**config.mk**
```make
export PLATFORM = sky130hd
export DESIGN_NAME = fifo_write_arbiter_flat
export DESIGN_NICKNAME = d
export VERILOG_FILES = /design/src/rtl/fifo_write_arbiter_if.sv /design/src/rtl/fifo_write_arbiter.sv /design/src/flat_wrapper.sv
export SDC_FILE = /design/constraint.sdc
export NUM_CORES = 1
export LEC_CHECK = 0
export CAP_MARGIN = 15
export CORE_MARGIN = 2
export CORE_UTILIZATION = 40
export DETAILED_ROUTE_END_ITERATION = 7
export DONT_BUFFER_PORTS = 1
export SLEW_MARGIN = 20
export SYNTH_ARGS = -nofsm -noshare
export SYNTH_HDL_FRONTEND = slang
export SYNTH_SLANG_ARGS = --single-unit
```
**constraint.sdc**
```tcl
create_clock -name Clk_In -period 1.7 [get_ports Clk_In]
set_input_delay 0.17 -clock Clk_In [delete_from_list [all_inputs] [get_ports Clk_In]]
set_output_delay 0.17 -clock Clk_In [all_outputs]
set_load 0.01 [all_outputs]
```
**src/rtl/fifo_write_arbiter_if.sv**
```systemverilog
// Write-side bundle shared by N_REQ producers, the arbiter and the FIFO.
// master = arbiter side, slave = producers/FIFO side.
interface fifo_write_arbiter_if #(
  parameter int N_REQ  = 4,
  parameter int DATA_W = 8,
  parameter int ID_W   = $clog2(N_REQ)
);

  logic [N_REQ-1:0]        Req_In;
  logic [N_REQ*DATA_W-1:0] Data_In;
  logic [N_REQ-1:0]        Grant_Out;
  logic                    Accept_Out;
  logic [ID_W-1:0]         Owner_Id_Out;
  logic                    Busy_Out;
  logic                    FIFO_Full_In;
  logic                    Fifo_Write_Enable_Out;
  logic [DATA_W-1:0]       Fifo_Data_Out;

  modport master (
    input  Req_In,
    input  Data_In,
    input  FIFO_Full_In,
    output Grant_Out,
    output Accept_Out,
    output Owner_Id_Out,
    output Busy_Out,
    output Fifo_Write_Enable_Out,
    output Fifo_Data_Out
  );

  modport slave (
    output Req_In,
    output Data_In,
    output FIFO_Full_In,
    input  Grant_Out,
    input  Accept_Out,
    input  Owner_Id_Out,
    input  Busy_Out,
    input  Fifo_Write_Enable_Out,
    input  Fifo_Data_Out
  );

endinterface

```
**src/rtl/fifo_write_arbiter.sv**
```systemverilog
// Round-robin arbiter for the FIFO write port among N_REQ producers.
// ARB_BURST_EN: grant tenure lasts up to MAX_BURST beats (else 1 beat).
module fifo_write_arbiter #(
  parameter int N_REQ     = 4,
  parameter int DATA_W    = 8,
  parameter int MAX_BURST = 4,
  parameter int ID_W      = $clog2(N_REQ)
) (
  input  logic                Clk_In,
  input  logic                Reset_In,
  fifo_write_arbiter_if.master bus
);

  typedef enum logic {
    S_IDLE,
    S_GRANT
  } state_t;

  state_t state_q;
  state_t state_d;

  logic [ID_W-1:0]  last_q;
  logic [ID_W-1:0]  last_d;
  logic [ID_W-1:0]  owner_q;
  logic [ID_W-1:0]  owner_d;
  logic [N_REQ-1:0] grant_q;
  logic [N_REQ-1:0] grant_d;

  logic             win_vld;
  logic [ID_W-1:0]  win_id;
  logic [ID_W-1:0]  cand;

  logic             busy;
  logic             owner_req;
  logic             accept;
  logic             last_beat;
  logic             release_g;
  logic [DATA_W-1:0] owner_data;

  // Rotating search starting just after the last winner
  always_comb begin
    win_vld = 1'b0;
    win_id  = last_q;
    cand    = '0;
    for (int k = 1; k <= N_REQ; k++) begin
      cand = ID_W'((int'(last_q) + k) % N_REQ);
      if (!win_vld && bus.Req_In[cand]) begin
        win_vld = 1'b1;
        win_id  = cand;
      end
    end
  end

  assign busy       = (state_q == S_GRANT);
  assign owner_req  = bus.Req_In[owner_q];
  assign owner_data = bus.Data_In[owner_q*DATA_W +: DATA_W];

  assign accept = busy
                & owner_req
                & ~bus.FIFO_Full_In
                & ~Reset_In;

`ifdef ARB_BURST_EN
  logic [3:0] cnt_q;
  logic [3:0] cnt_d;

  assign last_beat = accept
                   & (cnt_q + 4'd1 == 4'(MAX_BURST));
`else
  logic unused_cfg;

  assign unused_cfg = ^{4'(MAX_BURST)};
  assign last_beat  = accept;
`endif

  assign release_g = busy & (~owner_req | last_beat);

  always_comb begin
    state_d = state_q;
    last_d  = last_q;
    owner_d = owner_q;
`ifdef ARB_BURST_EN
    cnt_d   = cnt_q;
`endif
    unique case (state_q)
      S_IDLE: begin
        if (win_vld) begin
          state_d = S_GRANT;
          owner_d = win_id;
          last_d  = win_id;
`ifdef ARB_BURST_EN
          cnt_d   = 4'd0;
`endif
        end
      end
      S_GRANT: begin
        if (release_g) begin
          // Hand over in the same edge; no idle bubble
          if (win_vld) begin
            owner_d = win_id;
            last_d  = win_id;
`ifdef ARB_BURST_EN
            cnt_d   = 4'd0;
`endif
          end else begin
            state_d = S_IDLE;
          end
        end else if (accept) begin
`ifdef ARB_BURST_EN
          cnt_d = cnt_q + 4'd1;
`endif
        end
      end
      default: begin
        state_d = S_IDLE;
      end
    endcase
    grant_d = '0;
    if (state_d == S_GRANT) begin
      grant_d[owner_d] = 1'b1;
    end
  end

  always_ff @(posedge Clk_In) begin
    if (Reset_In) begin
      state_q <= S_IDLE;
      last_q  <= ID_W'(N_REQ - 1);
      owner_q <= '0;
      grant_q <= '0;
`ifdef ARB_BURST_EN
      cnt_q   <= 4'd0;
`endif
    end else begin
      state_q <= state_d;
      last_q  <= last_d;
      owner_q <= owner_d;
      grant_q <= grant_d;
`ifdef ARB_BURST_EN
      cnt_q   <= cnt_d;
`endif
    end
  end

  assign bus.Grant_Out             = grant_q;
  assign bus.Busy_Out              = busy;
  assign bus.Owner_Id_Out          = owner_q;
  assign bus.Accept_Out            = accept;
  assign bus.Fifo_Write_Enable_Out = accept;
  assign bus.Fifo_Data_Out         = accept ? owner_data : '0;

endmodule

```
**src/flat_wrapper.sv**
```systemverilog
// flat-port wrapper written by rule: the top's interface ports become plain ports
module fifo_write_arbiter_flat 
#(
  parameter int N_REQ     = 4,
  parameter int DATA_W    = 8,
  parameter int MAX_BURST = 4,
  parameter int ID_W      = $clog2(N_REQ)
)
  (Clk_In, Reset_In, bus_Req_In, bus_Data_In, bus_FIFO_Full_In, bus_Grant_Out, bus_Accept_Out, bus_Owner_Id_Out, bus_Busy_Out, bus_Fifo_Write_Enable_Out, bus_Fifo_Data_Out);
  fifo_write_arbiter_if #(.N_REQ(N_REQ), .DATA_W(DATA_W), .ID_W(ID_W)) bus_i ();
  input  logic Clk_In;
  input  logic Reset_In;
  input wire logic [$bits(bus_i.Req_In)-1:0] bus_Req_In;
  input wire logic [$bits(bus_i.Data_In)-1:0] bus_Data_In;
  input wire logic [$bits(bus_i.FIFO_Full_In)-1:0] bus_FIFO_Full_In;
  output wire logic [$bits(bus_i.Grant_Out)-1:0] bus_Grant_Out;
  output wire logic [$bits(bus_i.Accept_Out)-1:0] bus_Accept_Out;
  output wire logic [$bits(bus_i.Owner_Id_Out)-1:0] bus_Owner_Id_Out;
  output wire logic [$bits(bus_i.Busy_Out)-1:0] bus_Busy_Out;
  output wire logic [$bits(bus_i.Fifo_Write_Enable_Out)-1:0] bus_Fifo_Write_Enable_Out;
  output wire logic [$bits(bus_i.Fifo_Data_Out)-1:0] bus_Fifo_Data_Out;
  assign bus_i.Req_In = bus_Req_In;
  assign bus_i.Data_In = bus_Data_In;
  assign bus_i.FIFO_Full_In = bus_FIFO_Full_In;
  assign bus_Grant_Out = bus_i.Grant_Out;
  assign bus_Accept_Out = bus_i.Accept_Out;
  assign bus_Owner_Id_Out = bus_i.Owner_Id_Out;
  assign bus_Busy_Out = bus_i.Busy_Out;
  assign bus_Fifo_Write_Enable_Out = bus_i.Fifo_Write_Enable_Out;
  assign bus_Fifo_Data_Out = bus_i.Fifo_Data_Out;
  fifo_write_arbiter #(.N_REQ(N_REQ), .DATA_W(DATA_W), .MAX_BURST(MAX_BURST), .ID_W(ID_W)) u_core (.Clk_In(Clk_In), .Reset_In(Reset_In), .bus(bus_i));
endmodule
```
Yosys cells after proc, flatten, opt, wreduce, memory -nomap -nowiden --
Index checks and enable logic that the tools add are counted.
Storage, ports and cells: memories 0, memory bits (read-only) 0, output and inout bits 17, memory bits (writable) 0, bits in latches 0, register bits 9, input bits 39
Operators by class: divide/modulo/power cells 0, reductions and logical operators 8, eq/ne operators 1, shift-type cells 1, magnitude comparators 7, bitwise gates (word level) 10, mux-type cells 30, $mul 0, $add $sub $neg 4
Operators by type and width (count):
- indexed part select 32 x 6 -> 8 bit | 1
- less-than comparator 2 x 3 -> 1 bit (second input constant) | 6
- 2-to-1 mux 2 bit | 8
- 2-to-1 mux 1 bit | 12
- binary-select mux 1 bit (select 2 bit) | 5
- 2-to-1 mux 8 bit | 1
- one-hot mux 2 bit (2 select lines) | 2
- inverter 1 bit | 5
- adder 2 x 1 -> 2 bit (second input constant) | 2
- adder 2 bit (second input constant) | 2
- bitwise AND 1 bit | 4
- logical AND 1 bit | 4
- zero test 1 bit | 3
- demux 1 bit (select 2 bit) | 1
- greater-or-equal comparator 2 x 1 -> 1 bit (second input constant) | 1
- inequality test 2 bit (second input constant) | 1
- one-hot mux 1 bit (2 select lines) | 1
- OR reduction 2 bit | 1
- OR 1 bit | 1

Longest topological paths before layout --
Gate-level depths: netlist of run 1.
depth in word-level cells 20, mapped depth 4, gate-level depth less buffers 4

Worst setup path before layout of run 1 --
OpenSTA, ideal clock, no wires.
kind register to output, start reg u_core.owner_q[0] (netlist: u_core.bus.Owner_Id_Out[0]), end out bus_Fifo_Write_Enable_Out, cell stages (with the launch flop) 5, arrival time 1.519 ns, path slack 0.011 ns, data required time 1.530 ns, cells stage by stage dfxtp_1 -> mux4_2 -> nand3_1 -> inv_1 -> buf_4
Between the ends: word-level cells in the longest chain between the ends 5
Ends and longest elaborated chain:
- start, declared | line fifo_write_arbiter.sv:24 | logic [ID_W-1:0] owner_q;
- start signal, assigned | line fifo_write_arbiter.sv:136 | owner_q <= owner_d;
- binary-select mux 1 bit (select 2 bit) | line fifo_write_arbiter.sv:55 | assign owner_req = bus.Req_In[owner_q];
- 2-to-1 mux 1 bit (implied by the code) | line fifo_write_arbiter.sv:55
- bitwise AND 1 bit | line fifo_write_arbiter.sv:59 | & owner_req
- bitwise AND 1 bit | line fifo_write_arbiter.sv:60 | & ~bus.FIFO_Full_In
- bitwise AND 1 bit | line fifo_write_arbiter.sv:61 | & ~Reset_In;
- end, declared | line flat_wrapper.sv:20 | output wire logic [$bits(bus_i.Fifo_Write_Enable_Out)-1:0] bus_Fifo_Write_Enable_Out;
Every way passes these cells. The select of a mux whose other input is x is not followed.

Worst setup path after layout of run 1 --
start reg u_core.owner_q[0] (netlist: u_core.bus.Owner_Id_Out[0]), end reg u_core.owner_q[1] (netlist: u_core.bus.Owner_Id_Out[1])
Between the ends: word-level cells in the longest chain between the ends 9
Ends and longest elaborated chain:
- binary-select mux 1 bit (select 2 bit) (*) | line fifo_write_arbiter.sv:55
- 2-to-1 mux 1 bit (implied by the code) (*) | line fifo_write_arbiter.sv:55
- bitwise AND 1 bit | line fifo_write_arbiter.sv:59
- bitwise AND 1 bit | line fifo_write_arbiter.sv:60
- bitwise AND 1 bit | line fifo_write_arbiter.sv:61
- OR 1 bit (*) | line fifo_write_arbiter.sv:76 | assign release_g = busy & (~owner_req | last_beat);
- bitwise AND 1 bit (*) | line fifo_write_arbiter.sv:76
- 2-to-1 mux 2 bit (*) | line fifo_write_arbiter.sv:97 | if (release_g) begin
- one-hot mux 2 bit (2 select lines) (*) | line fifo_write_arbiter.sv:85 | unique case (state_q)
Mark *: on every way between the ends. The rest lies on a longest branch, timed or not. The select of a mux whose other input is x is not followed. A chain may end at the register's enable or synchronous reset.

==> out/metrics.yaml, run 1 <==
outcome: "finished, violations left"
hold_depth: 2
met1_length_microns: 802
yosysWarnings: 0
cp-end-kind: "register"
core_area_sq_um: 1900
hold_path.class: "in2reg"
rsz0062_at_grt: "true"
die_w_microns: 48.3
syn2layout_area_growth_pct: 20.4
cts_root_buf: "clkbuf_4"
final.setup.worst_slack_ns: -0.000935
drc: 0
hold_viol: 0
ant_nets: 0
layout_min_cycle_time_ns: 1.70
cts_buffers: 3
clock_path_buffers: 2
syn_inst: 78
n_antenna_cell: 0
relSlewSlack: 0.710
synthTopCellsByArea: "mux4_2 26%, dfxtp_1 23%, nor2b_1 8.0%, nor4_2 4.8%, a21oi_1 3.8%"
top_layer_used: "met4"
fin_area_sq_um: 943
antenna_found_initial: 0
portBuffers: 0
min_from: "Reset_In"
r2r_slack_ns: -0.0009
fp.dieH_microns: 48.3
grt-ovfl-total: 0
nNetsFinal: 126
power_density_nw_per_um2: 798
setup_viol: 1
syn_nets: 117
clk_pin_slew_ns: 0.06
crit_type: "reg2reg"
synth_compound_area_frac: 0.203
ioPinCount: 56
worstPathRequired_ns: 1.85
cts_tree: "yes"
htree_levels: 1
cts.sinks: 9
max_freq_ghz: 0.588
yosysMostFrequentCell: "nor2b_1"
dieArea_sq_um: 2330
cp-start-kind: "register"
yosys.area.top_type: "mux4_2"
synth.distinct_cells: 34
drive_gt1_frac: 0.395
netlist_top_cells_count: "10 x nor2b_1, 9 x dfxtp_1, 9 x mux4_2"
fin_util: 0.496
synth_top_family_by_area: "multiplexers"
grt_usage: 0.161
finClkSkew_ns: 0.000613
dp_cells: 107
worstPathCellList: "mux4_2 -> a21o_1 -> a32o_2 -> nor2b_1"
synth-simple-area-share: 0.246
place_area_sq_um: 838
via_per_inst: 6.22
worstReg2RegStart: "u_core.bus.Owner_Id_Out[0]"
leakage_nw: 0.348
synth-seq-area-share: 0.230
avgSynthCellArea_sq_um: 10.0
wire_per_inst_microns: 17.4
initial_utilization: 0.412
post-route-period-util: 1.00
grt_first_pass_wirelength_microns: 2670
synth_xor_xnor_area_share: 0
holdWs_ns: 0.0302
tightest_slew_ns: 0.430
insertion_delay_ns: 0.25
wl_met3_microns: 154
crit_fanout: 6
holdPathEnd: "u_core.last_q[1]"
via_count: 703
violations: "setup timing"
ys_ff_latch: 9
netlist_area_sq_um: 783
dr_wl_met2_microns: 1000
muxShareOfSynthArea: 0.286
synthFlopType: "dfxtp_1"
setup_tns_ns: -0.000935
max_cap_viol_count: 0
grt_pass1_vias: 632
cp.arrival_ns: 1.85
drt-pass1-iter-count: 4
routed_wirelength_microns: 1970
synthAdderAreaFrac: 0
r2r-end: "u_core.bus.Owner_Id_Out[1]"
grt_max_degree: 13
hpwl_microns: 1490
slew_violations: 0
final_cells: 113
first_iter_violations: 20
crit_slowest_cell: "mux4_2"
synthArstFlopShare: 0
rr_worst_depth: 4
gp_congestion: 0.876
max_stage_delay_ns: 0.62
irDropWorstVdd_mv: 0.534
yosys.area.top_type_share: 0.259
rows: 16
synth_edf_count: 0
worst max-delay path by stage:
stage | endpoint | start | cells after the start
2_1_floorplan | bus_Fifo_Write_Enable_Out | u_core.bus.Owner_Id_Out[0] | 4
3_3_place_gp | u_core.bus.Grant_Out[2] | u_core.bus.Owner_Id_Out[0] | 4
3_5_place_dp | u_core.bus.Grant_Out[2] | u_core.bus.Owner_Id_Out[0] | 4
4_1_cts | bus_Fifo_Data_Out[1] | u_core.bus.Owner_Id_Out[0] | 3
5_1_grt | u_core.last_q[0] | u_core.bus.Owner_Id_Out[0] | 4
6_report | u_core.bus.Owner_Id_Out[1] | u_core.bus.Owner_Id_Out[0] | 4
layout by cell type (no fill, tap or decap), drive strengths merged, types with 2 or more instances in the layout:
cell	Yosys	layout
nand2b	2	2
nand2	4	4
mux4	9	9
inv	3	3
a21oi	6	6
buf	2	5
nand3	2	3
clkbuf	1	4
dfxtp	9	9
nor2b	10	10
o21ai	2	2
nor4	4	4
o21a	2	2
a31oi	2	2
o211a	2	2
nor2	2	2
through the flow:
step | setup WS (ns) | total power [mW]
3_3_place_gp | 0.124 | 0.556
6_report | -0.000935 | 0.753
3_5_place_dp | 0.0882 | 0.562
4_1_cts | 0.00577 | 0.736
5_1_grt | -0.0530 | 0.805
2_1_floorplan | 0.0112 | 0.509
power breakdown:
group | total [mW] | internal (mW) | switching [mW]
Clock | 0.158 | 0.0900 | 0.0679
Combinational | 0.318 | 0.174 | 0.144
Sequential | 0.277 | 0.241 | 0.0358
Total | 0.753 | 0.505 | 0.248
final cells by class:
type / count / area (sq um)
Fill cell: 167 / 958
Multi-Input combinational cell: 64 / 626
Sequential cell: 9 / 184
Timing Repair Buffer: 6 / 60.1
Tap cell: 27 / 33.8
Clock buffer: 4 / 26.3
Inverter: 3 / 13.8
state kept, by name (all words and copies together) (netlist names):
register                 cells
u_core.bus.Owner_Id_Out      2
u_core.last_q                2
u_core.bus.Grant_Out         4
u_core.bus.Busy_Out          1
logic make-up (layout without fill, tap and decap cells):
kind of cell / count (synthesis) / after routing
AND/OR/NAND/NOR: 30 / 31
AO/OA/AOI/OAI: 22 / 22
multiplexers: 11 / 11
flip-flops: 9 / 9
buffers and inverters: 6 / 13
metal layers:
metal  up-vias  track usage
li1        328            -
met1       334        0.219
met2        39        0.266
met3         2       0.0185
met4         0       0.0541
met5         -            0
worst max-delay path: cells and delay by family (launching register included):
family,cells,cell delay [ns]
mux,1,0.62
compound gates,2,0.48
flops,1,0.36
simple gates,1,0.13
what timing repair did:
item | CTS | global route
endpoints found under the hold margin | 2 | 0
cloned | 0 | 1
gates resized for setup | 3 | 15
pin swaps | 0 | 2
endpoints found under the setup margin | 10 | 15
hold buffers | 1 | 0
setup buffers | 0 | 0
Power figures use the tool's default switching activity.
==> run 2, diff against run 1 <==
--- a/config.mk
+++ b/config.mk
@@ -7,7 +7,8 @@
 export LEC_CHECK = 0
 export CAP_MARGIN = 15
 export CORE_MARGIN = 2
-export CORE_UTILIZATION = 40
+export CORE_UTILIZATION = 33
+export CTS_CLUSTER_DIAMETER = 30
 export DETAILED_ROUTE_END_ITERATION = 7
 export DONT_BUFFER_PORTS = 1
 export SLEW_MARGIN = 20
==> run 2 against run 1 <==
  * The flow now finishes without violations
  * Critical path depth is the same
  * Total power increased by 0.68%
  * Via count unchanged
  * Clock-buffer cell count decreased by 1
  * Global-route usage is 1.2 points lower
  * Design area fell by 1.2%
  * Critical path type unchanged
  * Critical endpoint unchanged
  * Largest power group unchanged
==> out/metrics.yaml, run 2 (same netlist as run 1, synthesis figures left out) <==
dp_cells: 107
first_iter_violations: 17
core_area_sq_um: 2230
worstPathCellList: "mux4_2 -> a21o_1 -> a32o_2 -> nor2b_1"
irDropWorstVdd_mv: 0.607
grt_usage: 0.149
setup_viol: 0
relSlewSlack: 0.706
grt_first_pass_wirelength_microns: 3020
ant_nets: 0
fin_util: 0.417
ioPinCount: 56
insertion_delay_ns: 0.27
power_density_nw_per_um2: 813
slew_violations: 0
largest_register_ffs: 4
clock_path_buffers: 2
htree_levels: 1
rsz0062_at_grt: "true"
drt-pass1-iter-count: 4
syn2layout_area_growth_pct: 19.0
cts_hold_buffers: 1
rows: 17
power_mw: 0.758
clk_pin_slew_ns: 0.06
cts_root_buf: "clkbuf_4"
tightest_slew_ns: 0.437
final_cells: 113
crit_slowest_cell: "mux4_2"
fp.dieH_microns: 52.7
hold_path.class: "in2reg"
max_stage_delay_ns: 0.60
crit_fanout: 6
crit_type: "reg2reg"
grt-ovfl-total: 0
grt_pass1_vias: 708
max_cap_viol_count: 0
wire_per_inst_microns: 18.0
finClkSkew_ns: 0.000865
cp-end-kind: "register"
nNetsFinal: 125
die_w_microns: 52.7
layout_common_cells: "9 x mux4_2, 7 x dfxtp_1, 5 x nor2b_1, 5 x a21oi_1"
worstPathRequired_ns: 1.86
drc: 0
initial_utilization: 0.351
post-route-period-util: 0.990
grt_max_degree: 13
cts_tree: "yes"
layout_min_cycle_time_ns: 1.68
cts_buffers: 3
cp.arrival_ns: 1.84
routed_wirelength_microns: 2030
leakage_nw: 0.347
portBuffers: 0
drive_gt1_frac: 0.400
gp_congestion: 0.778
hpwl_microns: 1570
dieArea_sq_um: 2780
via_count: 703
antenna_found_initial: 0
cts.sinks: 9
hold_viol: 0
layout_commonest_cell: "mux4_2"
cp-start-kind: "register"
n_antenna_cell: 0
max_freq_ghz: 0.594
outcome: "completed"
via_per_inst: 6.22
## run 2: final timing paths
| kind | from | endpoint | slack [ns] | cells after the start |
|---|---|---|---|---|
| worst max-delay path | u_core.bus.Owner_Id_Out[0] | u_core.bus.Owner_Id_Out[1] | 0.02 | 4 |
| worst max register to register | u_core.bus.Owner_Id_Out[0] | u_core.bus.Owner_Id_Out[1] | 0.02 | 4 |
| worst min-delay path | Reset_In | u_core.last_q[1] | 0.001 | 2 |
| worst min register to register | u_core.last_q[0] | u_core.last_q[0] | 0.56 | 2 |
## run 2: power by group
group          internal, mW  leakage, nW  switching, mW
logic                 0.169        0.254          0.139
clock network        0.0872       0.0177         0.0820
registers             0.242       0.0755         0.0389
total                 0.499        0.347          0.260
## run 2: repair_timing
item,4_1_cts,5_1_grt
pin swaps,1,1
setup endpoints to repair,10,15
endpoints found under the hold margin,2,1
gates cloned,1,0
gates resized for setup,8,9
buffers inserted,0,0
## run 2: area by class of cell
cell class / count / area (sq um)
fill: 217 / 1300
multi-input combinational: 64 / 621
sequential: 9 / 185
timing repair buffer: 5 / 52.6
tap: 28 / 35.0
clock buffer: 3 / 22.5
inverter: 3 / 11.3
clock inverter: 1 / 5.00
## run 2: through the flow
step	setup WS (ns)	hold slack, ns	cell area, sq um	TNS, ns
floorplan	0.0112	0.239	783	0
global placement	0.0816	0.243	832	0
detailed placement	0.0840	0.242	832	0
CTS	0.0112	0.000339	906	0
global route	-0.0368	-0.00274	932	-0.233
finish	0.0178	0.00127	932	0
## run 2: metal layers
layer / wire [microns] / up-vias / track usage / part of all wire
met5: 0 / - / 0 / 0
met4: 38 / 0 / 0.0427 / 0.019
met3: 198 / 7 / 0.0486 / 0.097
met2: 1020 / 43 / 0.283 / 0.50
met1: 777 / 327 / 0.153 / 0.38
li1: - / 326 / - / -
## run 2: critical path: cells and delay by family, from the launching register on
family / cells / cell delay [ns]
multiplexers: 1 / 0.60
flip-flops: 1 / 0.36
AO/OA/AOI/OAI: 2 / 0.48
AND/OR/NAND/NOR: 1 / 0.13
==> run 3, diff against run 2 <==
--- a/config.mk
+++ b/config.mk
@@ -5,6 +5,7 @@
 export SDC_FILE = /design/constraint.sdc
 export NUM_CORES = 1
 export LEC_CHECK = 0
+export ABC_AREA = 1
 export CAP_MARGIN = 15
 export CORE_MARGIN = 2
 export CORE_UTILIZATION = 33
==> constraint.sdc (replaced) <==
create_clock -name Clk_In -period 1.5 [get_ports Clk_In]
set_input_delay 0.15 -clock Clk_In [delete_from_list [all_inputs] [get_ports Clk_In]]
set_output_delay 0.15 -clock Clk_In [all_outputs]
set_load 0.01 [all_outputs]
==> run 3 against run 2 <==
  * The run now ends with setup timing left
  * Global-route usage increased by 1.0 points
  * Via count increased by 59%
  * Sequential share of layout area decreased by 6.2 points
  * Utilization increased by 10 points
  * Sequential cell count unchanged
  * Total power increased to 4.1 times the previous value
  * Area after synthesis increased by 22%
  * Critical endpoint is now bus_Fifo_Data_Out[6]
==> out/metrics.yaml, run 3 <==
wire_per_inst_microns: 13.7
max_cap_viol_count: 0
drt-pass1-iter-count: 4
syn_nets: 198
cts_buffers: 3
irDropWorstVdd_mv: 1.11
die_w_microns: 57.9
synth.distinct_cells: 25
netlist_area_sq_um: 957
insertion_delay_ns: 0.26
relSlewSlack: 0.754
max_freq_ghz: 0.606
fin_util: 0.518
netlist_top_cells_count: "37 x nor2_1, 24 x nand2_1, 18 x o21ai_0"
rows: 19
grt_usage: 0.159
hold_viol: 0
yosysMostFrequentCell: "nor2_1"
synth-seq-area-share: 0.188
avgSynthCellArea_sq_um: 6.02
grt-ovfl-total: 0
power_density_nw_per_um2: 2160
grt_first_pass_wirelength_microns: 4260
slew_violations: 0
clock_path_buffers: 2
drive_gt1_frac: 0.492
cp-start-kind: "register"
cp.arrival_ns: 1.50
num-fill-cells: 268
leakage_nw: 0.667
grt_pass1_vias: 1055
layout_min_cycle_time_ns: 1.65
synth_edf_count: 0
via_count: 1119
worstReg2RegStart: "u_core.last_q[0]"
layout_common_cells: "37 x nor2_1, 21 x buf_4, 16 x nand2_4"
worstPathRequired_ns: 1.35
yosys.area.top_type_share: 0.188
drc: 0
violations: "setup timing"
gp_congestion: 0.728
post-route-period-util: 1.10
clk_pin_slew_ns: 0.07
yosysWarnings: 0
htree_levels: 1
ys_ff_latch: 9
core_area_sq_um: 2760
ant_nets: 0
via_per_inst: 5.18
rsz0062_at_grt: "true"
setup_viol: 17
routed_wirelength_microns: 2960
hold_path.class: "in2reg"
nNetsFinal: 225
place_ws_ns: -0.141
r2r-end: "u_core.bus.Grant_Out[3]"
largest_register_ffs: 4
syn_inst: 159
dieArea_sq_um: 3350
r2r_slack_ns: -0.05
cp-end-kind: "primary output"
crit_type: "reg2out"
ioPinCount: 56
crit_end: "bus_Fifo_Data_Out[6]"
first_iter_violations: 46
grt_max_degree: 16
synthTopCellsByArea: "dfxtp_1 19%, nor2_1 15%, o21ai_0 9.4%, nand2_1 9.4%, nand2_4 9.4%"
final.setup.worst_slack_ns: -0.149
cts_tree: "yes"
cts_root_buf: "clkbuf_4"
antenna_found_initial: 0
rr_worst_depth: 13
synthFlopType: "dfxtp_1"
tightest_slew_ns: 0.365
crit_fanout: 5
synthArstFlopShare: 0
n_antenna_cell: 0
initial_utilization: 0.347
yosys.area.top_type: "dfxtp_1"
cts.sinks: 9
syn2layout_area_growth_pct: 49.2
finClkSkew_ns: 0.0113
fp.dieH_microns: 57.9
outcome: "finished, violations left"
hpwl_microns: 2080
layout_commonest_cell: "nor2_1"
startpoint: "u_core.bus.Owner_Id_Out[0]"
portBuffers: 0
[run 3: cell count changes after synthesis, sizes merged, moves of 3 or more]
cell   before  now
a21oi       6   12
nor4        4    0
o21ai       2   20
inv         3   15
buf         2    5
mux4        9    0
nand2       4   41
nand3       2   12
nor2b      10    0
nor2        2   38
[run 3: critical path, cell delays in order (launching register included)]
cell     delay, ns
dfxtp_4       0.38
inv_4         0.04
a21oi_2       0.10
o21ai_1       0.07
nand2_1       0.09
nand4_1       0.15
buf_6         0.19
a21oi_2       0.10
buf_4         0.13
[run 3: per-stage QoR]
step	TNS, ns	hold WS (ns)	instances	power (mW)	instance area (sq um)
after floorplan	0	0.219	159	1.79	962
after global placement	-0.283	0.224	202	2.14	1100
after detailed placement	-0.827	0.225	202	2.19	1100
after CTS	-1.42	0.0841	213	2.55	1250
after global routing	-2.61	0.0965	216	3.31	1430
final	-1.17	0.0794	216	3.09	1430
[run 3: logic make-up (layout without fill, tap and decap cells)]
family          count (synthesis)  in the layout  share of synthesized area
simple gates                   93             93                      0.507
compound gates                 35             35                      0.195
buf+inv                        22             48                      0.110
flops                           9              9                      0.188
[run 3: routing by layer]
layer,GRT usage,wire [microns],vias to the layer above
met4,0.0498,46,0
li1,-,-,565
met2,0.331,1640,46
met3,0.00446,191,7
met5,0,0,-
met1,0.168,1080,501
[run 3: power by group]
group	internal (mW)	switching, mW
Combinational	1.00	1.41
Clock	0.102	0.0892
Sequential	0.354	0.136
[run 3: how the worst min path moves through the flow]
stage	from	to	slack, ns	cells after the start
finish	Reset_In	u_core.last_q[1]	0.08	2
detailed placement	Reset_In	u_core.bus.Owner_Id_Out[1]	0.23	1
floorplan	Reset_In	u_core.bus.Owner_Id_Out[0]	0.22	1
global placement	Reset_In	u_core.bus.Owner_Id_Out[1]	0.22	1
CTS	Reset_In	u_core.last_q[1]	0.08	2
global route	Reset_In	u_core.last_q[1]	0.1	2
[run 3: repair_timing]
action	4_1_cts	5_1_grt
gates resized for setup	25	44
pin swaps	1	11
hold endpoints to repair	2	0
endpoints found under the setup margin	18	18
buffers inserted	5	5
hold buffers	1	0
gates cloned	1	0
[run 3: area by class of cell]
type	count	area, sq um	area share
well taps	31	38.8	0.0272
clock buffers	4	26.3	0.0184
inverters	16	85.1	0.0596
multi-input cells	128	847	0.593
repair buffers	28	235	0.165
flip-flops and latches	9	195	0.137
